File: src/rtl/mandelbrot_iter_engine_if.sv
// Start/done handshake and point/result bundle for the Mandelbrot engine.
// master drives a point request, slave returns the escape-time result.
interface mandelbrot_iter_engine_if #(
    parameter int WIDTH  = 16,
    parameter int ITER_W = 8
);
    logic                     start;
    logic signed [WIDTH-1:0]  c_real;
    logic signed [WIDTH-1:0]  c_imag;
    logic [ITER_W-1:0]        max_iter;
    logic                     busy;
    logic                     done;
    logic [ITER_W-1:0]        iter_count;
    logic                     escaped;

    modport master (
        output start, c_real, c_imag, max_iter,
        input  busy, done, iter_count, escaped
    );

    modport slave (
        input  start, c_real, c_imag, max_iter,
        output busy, done, iter_count, escaped
    );
endinterface

File: src/rtl/mandelbrot_iter_engine.sv
// Sequential escape-time engine: iterates z <- z^2 + c for one point per
// start/done transaction, stopping on divergence, overflow or the limit.
module mandelbrot_iter_engine #(
    parameter int WIDTH  = 16,
    parameter int FRAC   = 12,
    parameter int ITER_W = 8
) (
    input  logic                      clk,
    input  logic                      rst,
    mandelbrot_iter_engine_if.slave   bus
);
    localparam int W2 = 2 * WIDTH;
    localparam logic signed [W2-1:0] LIM  = W2'(4) << FRAC;
    localparam logic signed [W2-1:0] MAXV = (W2'(1) << (WIDTH - 1)) - W2'(1);
    localparam logic signed [W2-1:0] MINV = -MAXV - W2'(1);

    typedef enum logic [1:0] {
        S_IDLE,
        S_ITER,
        S_DONE
    } state_t;

    state_t                   r_state;
    logic signed [WIDTH-1:0]  r_zr;
    logic signed [WIDTH-1:0]  r_zi;
    logic signed [WIDTH-1:0]  r_cr;
    logic signed [WIDTH-1:0]  r_ci;
    logic [ITER_W-1:0]        r_max;
    logic [ITER_W-1:0]        r_cnt;
    logic                     r_busy;
    logic                     r_done;
    logic [ITER_W-1:0]        r_iter;
    logic                     r_esc;

    logic signed [W2-1:0] w_zr_x, w_zi_x, w_cr_x, w_ci_x;
    logic signed [W2-1:0] w_pr, w_pi, w_pri;
    logic signed [W2-1:0] w_zr2, w_zi2, w_zri;
    logic signed [W2-1:0] w_nr, w_ni, w_mag;
    logic                 w_ovf;
    logic                 w_stop_esc;

    always_comb begin
        w_zr_x = {{WIDTH{r_zr[WIDTH-1]}}, r_zr};
        w_zi_x = {{WIDTH{r_zi[WIDTH-1]}}, r_zi};
        w_cr_x = {{WIDTH{r_cr[WIDTH-1]}}, r_cr};
        w_ci_x = {{WIDTH{r_ci[WIDTH-1]}}, r_ci};
        w_pr   = w_zr_x * w_zr_x;
        w_pi   = w_zi_x * w_zi_x;
        w_pri  = w_zr_x * w_zi_x;
        w_zr2  = w_pr >>> FRAC;
        w_zi2  = w_pi >>> FRAC;
        // one bit less of shift doubles the cross term
        w_zri  = w_pri >>> (FRAC - 1);
        w_nr   = w_zr2 - w_zi2 + w_cr_x;
        w_ni   = w_zri + w_ci_x;
        w_mag  = w_zr2 + w_zi2;
        w_ovf  = (w_nr > MAXV) || (w_nr < MINV) ||
                 (w_ni > MAXV) || (w_ni < MINV);
        w_stop_esc = (w_mag > LIM) || w_ovf;
    end

    always_ff @(posedge clk) begin
        if (rst) begin
            r_state <= S_IDLE;
            r_zr    <= '0;
            r_zi    <= '0;
            r_cr    <= '0;
            r_ci    <= '0;
            r_max   <= '0;
            r_cnt   <= '0;
            r_busy  <= 1'b0;
            r_done  <= 1'b0;
            r_iter  <= '0;
            r_esc   <= 1'b0;
        end else begin
            case (r_state)
                S_ITER: begin
                    if (w_stop_esc) begin
                        r_state <= S_DONE;
                        r_busy  <= 1'b0;
                        r_done  <= 1'b1;
                        r_iter  <= r_cnt;
                        r_esc   <= 1'b1;
                    end else if (r_cnt == r_max) begin
                        r_state <= S_DONE;
                        r_busy  <= 1'b0;
                        r_done  <= 1'b1;
                        r_iter  <= r_cnt;
                        r_esc   <= 1'b0;
                    end else begin
                        r_zr  <= w_nr[WIDTH-1:0];
                        r_zi  <= w_ni[WIDTH-1:0];
                        r_cnt <= r_cnt + 1'b1;
                    end
                end
                S_IDLE, S_DONE: begin
                    r_done <= 1'b0;
                    if (bus.start) begin
                        r_state <= S_ITER;
                        r_busy  <= 1'b1;
                        r_cr    <= bus.c_real;
                        r_ci    <= bus.c_imag;
                        r_max   <= bus.max_iter;
                        r_zr    <= '0;
                        r_zi    <= '0;
                        r_cnt   <= '0;
                        r_iter  <= '0;
                        r_esc   <= 1'b0;
                    end else begin
                        r_state <= S_IDLE;
                    end
                end
                default: begin
                    r_state <= S_IDLE;
                    r_busy  <= 1'b0;
                    r_done  <= 1'b0;
                end
            endcase
        end
    end

    assign bus.busy       = r_busy;
    assign bus.done       = r_done;
    assign bus.iter_count = r_iter;
    assign bus.escaped    = r_esc;
endmodule

File: src/flat_wrapper.sv
// flat-port wrapper written by rule: the top's interface ports become plain ports
module mandelbrot_iter_engine_flat 
#(
    parameter int WIDTH  = 16,
    parameter int FRAC   = 12,
    parameter int ITER_W = 8
)
  (clk, rst, bus_start, bus_c_real, bus_c_imag, bus_max_iter, bus_busy, bus_done, bus_iter_count, bus_escaped);
  mandelbrot_iter_engine_if #(.WIDTH(WIDTH), .ITER_W(ITER_W)) bus_i ();
  input  logic clk;
  input  logic rst;
  input wire logic [$bits(bus_i.start)-1:0] bus_start;
  input wire logic [$bits(bus_i.c_real)-1:0] bus_c_real;
  input wire logic [$bits(bus_i.c_imag)-1:0] bus_c_imag;
  input wire logic [$bits(bus_i.max_iter)-1:0] bus_max_iter;
  output wire logic [$bits(bus_i.busy)-1:0] bus_busy;
  output wire logic [$bits(bus_i.done)-1:0] bus_done;
  output wire logic [$bits(bus_i.iter_count)-1:0] bus_iter_count;
  output wire logic [$bits(bus_i.escaped)-1:0] bus_escaped;
  assign bus_i.start = bus_start;
  assign bus_i.c_real = bus_c_real;
  assign bus_i.c_imag = bus_c_imag;
  assign bus_i.max_iter = bus_max_iter;
  assign bus_busy = bus_i.busy;
  assign bus_done = bus_i.done;
  assign bus_iter_count = bus_i.iter_count;
  assign bus_escaped = bus_i.escaped;
  mandelbrot_iter_engine #(.WIDTH(WIDTH), .FRAC(FRAC), .ITER_W(ITER_W)) u_core (.clk(clk), .rst(rst), .bus(bus_i));
endmodule
File: config.mk
export PLATFORM = sky130hd
export DESIGN_NAME = mandelbrot_iter_engine_flat
export DESIGN_NICKNAME = d
export VERILOG_FILES = /design/src/rtl/mandelbrot_iter_engine_if.sv /design/src/rtl/mandelbrot_iter_engine.sv /design/src/flat_wrapper.sv
export SDC_FILE = /design/constraint.sdc
export NUM_CORES = 2
export LEC_CHECK = 0
export ABC_AREA = 0
export BUFFER_PORTS_ARGS = -buffer_cell sky130_fd_sc_hd__buf_2
export CAP_MARGIN = 20
export CORE_UTILIZATION = 45
export CTS_CLUSTER_DIAMETER = 100
export CTS_CLUSTER_SIZE = 40
export DETAILED_ROUTE_END_ITERATION = 8
export MAX_ROUTING_LAYER = met4
export PLACE_DENSITY_LB_ADDON = 0.08
export SLEW_MARGIN = 20
export SYNTH_ARGS = -nofsm -noshare
export SYNTH_HDL_FRONTEND = slang
export SYNTH_SLANG_ARGS = --single-unit
File: constraint.sdc
create_clock -name clk -period 17 [get_ports clk]
set_input_delay 0 -clock clk [delete_from_list [all_inputs] [get_ports clk]]
set_output_delay 0 -clock clk [all_outputs]
set_load 0.005 [all_outputs]
== After elaboration in Yosys (flattened, before gate mapping) ==
Cells that the tools add are included.
Word-level totals
  flip-flop bits (word level): 93
  latch bits: 0
  RAM bits: 0
  memory bits (read-only): 0
  output and inout bits: 11
  logic and storage cells: 72
  memories kept: 0
Cells by class
  $add $sub $neg: 5
  multiply operators: 3
  divide/modulo/power cells: 0
  $lt $le $gt $ge: 5
  eq/ne operators: 7
  shifts and indexed selects: 0
  muxes and demuxes: 27
  bitwise operators: 1
  reduce and logical (&&, ||, !) cells: 13
Operator list (count)
  $gt A32 B16 Y1 const B: 3
  $mul A16 B16 Y32: 3
  $mux W16: 5
  $lt A32 B16 Y1 const B: 2
  $pmux W16 S2: 2
  $add A21 B16 Y22: 2
  $mux W8: 5
  $pmux W8 S2: 2
  $add A20 B20 Y21: 1
  $sub A20 B20 Y21: 1
  $add A8 B1 Y8 const B: 1
  $eq A8 B8 Y1: 1
  $mux W1: 8
  $ne A2 B2 Y1 const B: 3
  $logic_or A1 B1 Y1: 4
  $mux W2: 2
  $pmux W1 S2: 2
  $pmux W2 S2: 1
  $reduce_and A2 Y1: 2
  $reduce_and A4 Y1: 1
  $reduce_bool A2 Y1: 2
  $reduce_or A2 Y1: 2
  $ne A3 B1 Y1 const B: 1
  $reduce_and A3 Y1: 1
  4 further kinds: 4

== Logic depth before layout (Yosys ltp) ==
  depth in word-level cells: 10
  mapped depth: 43

== Worst setup path after synthesis ==
OpenSTA, ideal clock, no wires.
  path type: register to register
  start point: register u_core.r_zr[3]
  end point: register u_core.r_cnt[6]
  data arrival time: 10.225 ns
  slack: 6.657 ns
  stages on the path, launching flop included: 40
  buffers on the path: 3
  period minus slack after synthesis: 10.343 ns
  path through: dfxtp_1 > clkbuf_1 > clkbuf_1 > nand2_1 > fa_1 > fa_1 > fa_1 > inv_1 > fa_1 > fa_1 > inv_1 > fa_1 > inv_1 > ha_1 > o21ai_0 > nand2b_1 > o2111ai_1 > o21a_1 > [... 4 more ...] > a21oi_1 > xnor2_1 > inv_1 > fa_1 > inv_1 > ha_1 > clkbuf_1 > a21oi_1 > o21ai_1 > or2_0 > a2111oi_0 > a211oi_1 > or3b_1 > or4_1 > a22oi_1 > o211ai_2 > or4_1 > mux2i_1
On the way
  cells in the longest elaborated chain, start to end: 10
Ends and longest elaborated chain
  start, declared: line mandelbrot_iter_engine.sv:24  | logic signed [WIDTH-1:0] r_zr;
  start signal, assigned: line mandelbrot_iter_engine.sv:91  | r_zr <= w_nr[WIDTH-1:0];
  $mul A16 B16 Y32: line mandelbrot_iter_engine.sv:47  | w_pr = w_zr_x * w_zr_x;
  $sub A20 B20 Y21: line mandelbrot_iter_engine.sv:54  | w_nr = w_zr2 - w_zi2 + w_cr_x;
  $add A21 B16 Y22: line mandelbrot_iter_engine.sv:54
  $gt A32 B16 Y1 or $lt A32 B16 Y1 (tied branches): line mandelbrot_iter_engine.sv:57  | w_ovf = (w_nr > MAXV) || (w_nr < MINV) ||
  $logic_or A1 B1 Y1 (2 in series): line mandelbrot_iter_engine.sv:57
  $logic_or A1 B1 Y1: line mandelbrot_iter_engine.sv:58  | (w_ni > MAXV) || (w_ni < MINV);
  $logic_or A1 B1 Y1 *: line mandelbrot_iter_engine.sv:59  | w_stop_esc = (w_mag > LIM) || w_ovf;
  $ne A2 B2 Y1 (no source line) *
  $reduce_and A4 Y1 (no source line) *
  end signal, assigned: line mandelbrot_iter_engine.sv:93  | r_cnt <= r_cnt + 1'b1;
  end, declared: line mandelbrot_iter_engine.sv:29  | logic [ITER_W-1:0] r_cnt;
Every way passes the cells marked *; elsewhere a longest branch is shown, timed or not.
A chain may end at the register's enable or synchronous reset.

== Final worst setup path ==
  start point: register u_core.r_zi[15]
  end point: register u_core.r_cnt[6]
On the way
  cells in the longest elaborated chain, start to end: 10
Ends and longest elaborated chain
  start, declared: line mandelbrot_iter_engine.sv:25  | logic signed [WIDTH-1:0] r_zi;
  start signal, assigned: line mandelbrot_iter_engine.sv:92  | r_zi <= w_ni[WIDTH-1:0];
  $mul A16 B16 Y32: line mandelbrot_iter_engine.sv:48  | w_pi = w_zi_x * w_zi_x;
  $sub A20 B20 Y21: line mandelbrot_iter_engine.sv:54
  $add A21 B16 Y22: line mandelbrot_iter_engine.sv:54
  $gt A32 B16 Y1 or $lt A32 B16 Y1 (tied branches): line mandelbrot_iter_engine.sv:57
  $logic_or A1 B1 Y1 (2 in series): line mandelbrot_iter_engine.sv:57
  $logic_or A1 B1 Y1: line mandelbrot_iter_engine.sv:58
  $logic_or A1 B1 Y1 *: line mandelbrot_iter_engine.sv:59
  $ne A2 B2 Y1 (no source line) *
  $reduce_and A4 Y1 (no source line) *
Marked as above.

==> results.md <==
- Outcome: completed
- Worst setup margin: 4.94 ns
- Worst Hold Class: input port to flip-flop
- Top cell type's share of synthesized area: 43.9%
- Htree depth: 3
- Post-Syn Nets: 5005
- Max-slew headroom: 32.7%
- WS Path Type: flip-flop to flip-flop
- Post-Place Setup Slack: 4.89 ns
- Gpl congestion: 0.881
- Area Growth Syn to Fin: 5.55%
- Area leader, netlist: fa_1
- Avg Vias per Cell: 5.11
- Post-synth EDFFs: 0
- Synthesis-stage register bit count: 93
- Number of port buffers: 53
- Die height: 277 um
- Crit path DAT: ~12 ns
- Leak: 18.6 nW
- First-pass GRT wire length: 150000 um
- Post-DRT Antenna Nets: 0
- Max-cap violations: 0
- # IOs: 54
- Cells after synthesis: 3881
- Slowest CP cell: clkinv_1
- Largest net degree at the start of global routing: 51
- Area of the core: 74700 um2
- DRC violations left: 0
- RSZ-0062 raised after global routing: no
- Initial core utilization: 45.6%
- Antenna Cells: 0
- Sinks on Clock Net: 93
- Hpwl dp: 72400 um
- Final setup viols: 0
- Remaining Overflow, GRT: 0
- Initial drt markers: 1329
- Final Hold Fails: 0
- CTS clk-pin slew, worst paths: 0.08 ns
- Mean area per synthesized cell: 8.77 um2
- Num CTS Buffers: 9
- Final Slew Violations: 0
- Row count: 100
- Via count: 24700
- Final WL: 90700 um
- CTS tree: yes
- Final TNS setup: 0 ns
- Share of cells above drive strength 1: 3.75%
- CP max FO: 45
- Worst path max stage delay: 0.88 ns
- Initial antenna violation count: 0
- Hold slack: 0.0281 ns
- Tot GR Track Use: 25.8%
- Vias in the first global route: 26500
- Top post-synthesis cells by area: fa_1, ha_1, inv_1
- Worst vdd ir: 45.6 uV
- Die Wd: 277 um
- Die area: 76800 um2
- Top FF cell, synth: dfxtp_1
- Wire per inst: 18.8 um
- Clk_lat worst skew: 0.37 ns
- Layout Nets: 4984
- Worst-case clock buffer depth: 2
- Most frequent CP cell: fa_1
- Setup Skew: 0.00909 ns
- Tmin final: 12.06 ns
- Worst slew pin tran: ~1.0 ns
- Ys async rst share: 0%
- Req. time, crit path: between 15 and 20 ns
- Detailed Routing Iterations Pass 1: 9
- Fmax achieved: 0.0829 GHz
- PD cells: 16.4 nW/um2
- CTS root buf: clkbuf_16
- Worst setup SP type: flip-flop
- Post-synthesis cell type count: 79
- Final Cycle Share: 70.9%
- Post-synthesis sequential area ratio: 5.47%
- Cell Area, Synth: 34000 um2
- YS warnings: 0
- Worst setup EP type: flip-flop
==> worst max-delay path: cells and delay by family (launching register included) <==
kind,cells,cell delay (ns)
compound gates,14,3.62
xor+xnor,2,0.25
fa+ha+maj,9,3.82
buf+inv,8,1.79
flops,1,0.31
mux,1,0.13
simple gates,5,2.00
==> Yosys cell counts, types with 49 or more instances <==
cell / instances
and2_1: 136
ha_1: 334
xnor2_1: 96
nand3_1: 58
nor2_1: 159
fa_1: 747
nand2_1: 437
inv_1: 977
o211ai_1: 49
clkbuf_1: 152
dfxtp_1: 93
a21oi_1: 170
==> cell families after synthesis <==
| group | count (synthesis) | share of synthesized area (%) |
|---|---|---|
| AOI/OAI and AO/OA | 450 | 8.71 |
| xor gates and xnor gates | 141 | 3.63 |
| adders and majority gates | 1081 | 56.2 |
| buffers and inverters | 1155 | 12.8 |
| DFF | 93 | 5.47 |
| muxes | 15 | 0.448 |
| and+or+nand+nor | 946 | 12.8 |
==> cell usage in the layout, fill, tap and decap left out, types with 58 or more instances in the layout <==
| cell | count |
|---|---|
| xnor2_1 | 96 |
| inv_1 | 977 |
| nand2_1 | 437 |
| fa_1 | 747 |
| dfxtp_1 | 93 |
| ha_1 | 334 |
| nor2_1 | 159 |
| nand3_1 | 58 |
| and2_1 | 136 |
| a21oi_1 | 170 |
==> per-stage QoR <==
stage | instances | instance area (um2) | util (%) | total power [W]
floorplan | 3881 | 34000 | - | 0.000331
global placement | 4778 | 35200 | 47.2 | 0.000375
detailed placement | 4778 | 35200 | 47.2 | 0.000374
CTS | 4834 | 35900 | 48.1 | 0.000595
global route | 4834 | 35900 | 48.1 | 0.000618
finish | 4834 | 35900 | 48.1 | 0.000591
==> final timing paths <==
check	start	endpoint	slack [ns]	depth (start not counted)
max reg2reg	u_core.r_zi[15]	u_core.r_cnt[6]	4.94	39
max	u_core.r_zi[15]	u_core.r_cnt[6]	4.94	39
min reg2reg	u_core.r_cr[1]	u_core.r_cr[1]	0.46	2
min	bus_start	u_core.bus.busy	0.03	5
==> power breakdown <==
| part | switching, W | internal [W] |
|---|---|---|
| clock | 0.000110 | 0.000103 |
| sequential | 0.00000640 | 0.000224 |
| combinational | 0.0000903 | 0.0000569 |
==> routing by layer <==
metal  GRT usage (%)  up-vias  wire length, um
li1                -    11700                -
met1            34.9    12500            40900
met2            43.2      454            45000
met3            1.70       59             3370
met4            4.19        0             1420
met5               -        -                0
==> registers in the layout, indices dropped and copies added (netlist names) <==
register               cells
u_core.r_max               8
u_core.r_zi               16
u_core.bus.done            1
u_core.r_state             2
u_core.bus.escaped         1
u_core.r_cnt               8
u_core.r_cr               16
u_core.r_zr               16
u_core.bus.busy            1
u_core.bus.iter_count      8
u_core.r_ci               16
==> cell type report <==
type	instances	area, um2
multi-input combinational	2633	27900
clock inverter	7	67.6
clock buffer	9	225
sequential	93	1860
fill	7319	38800
timing repair buffer	136	991
tap	969	1210
inverter	987	3700
==> timing repair <==
item / CTS / global route
hold buffers: 40 / 0
gates resized for setup: 0 / 0
hold endpoints to repair: 40 / 0
setup buffers: 0 / 0
No activity file was read; power rests on OpenSTA's default activity.
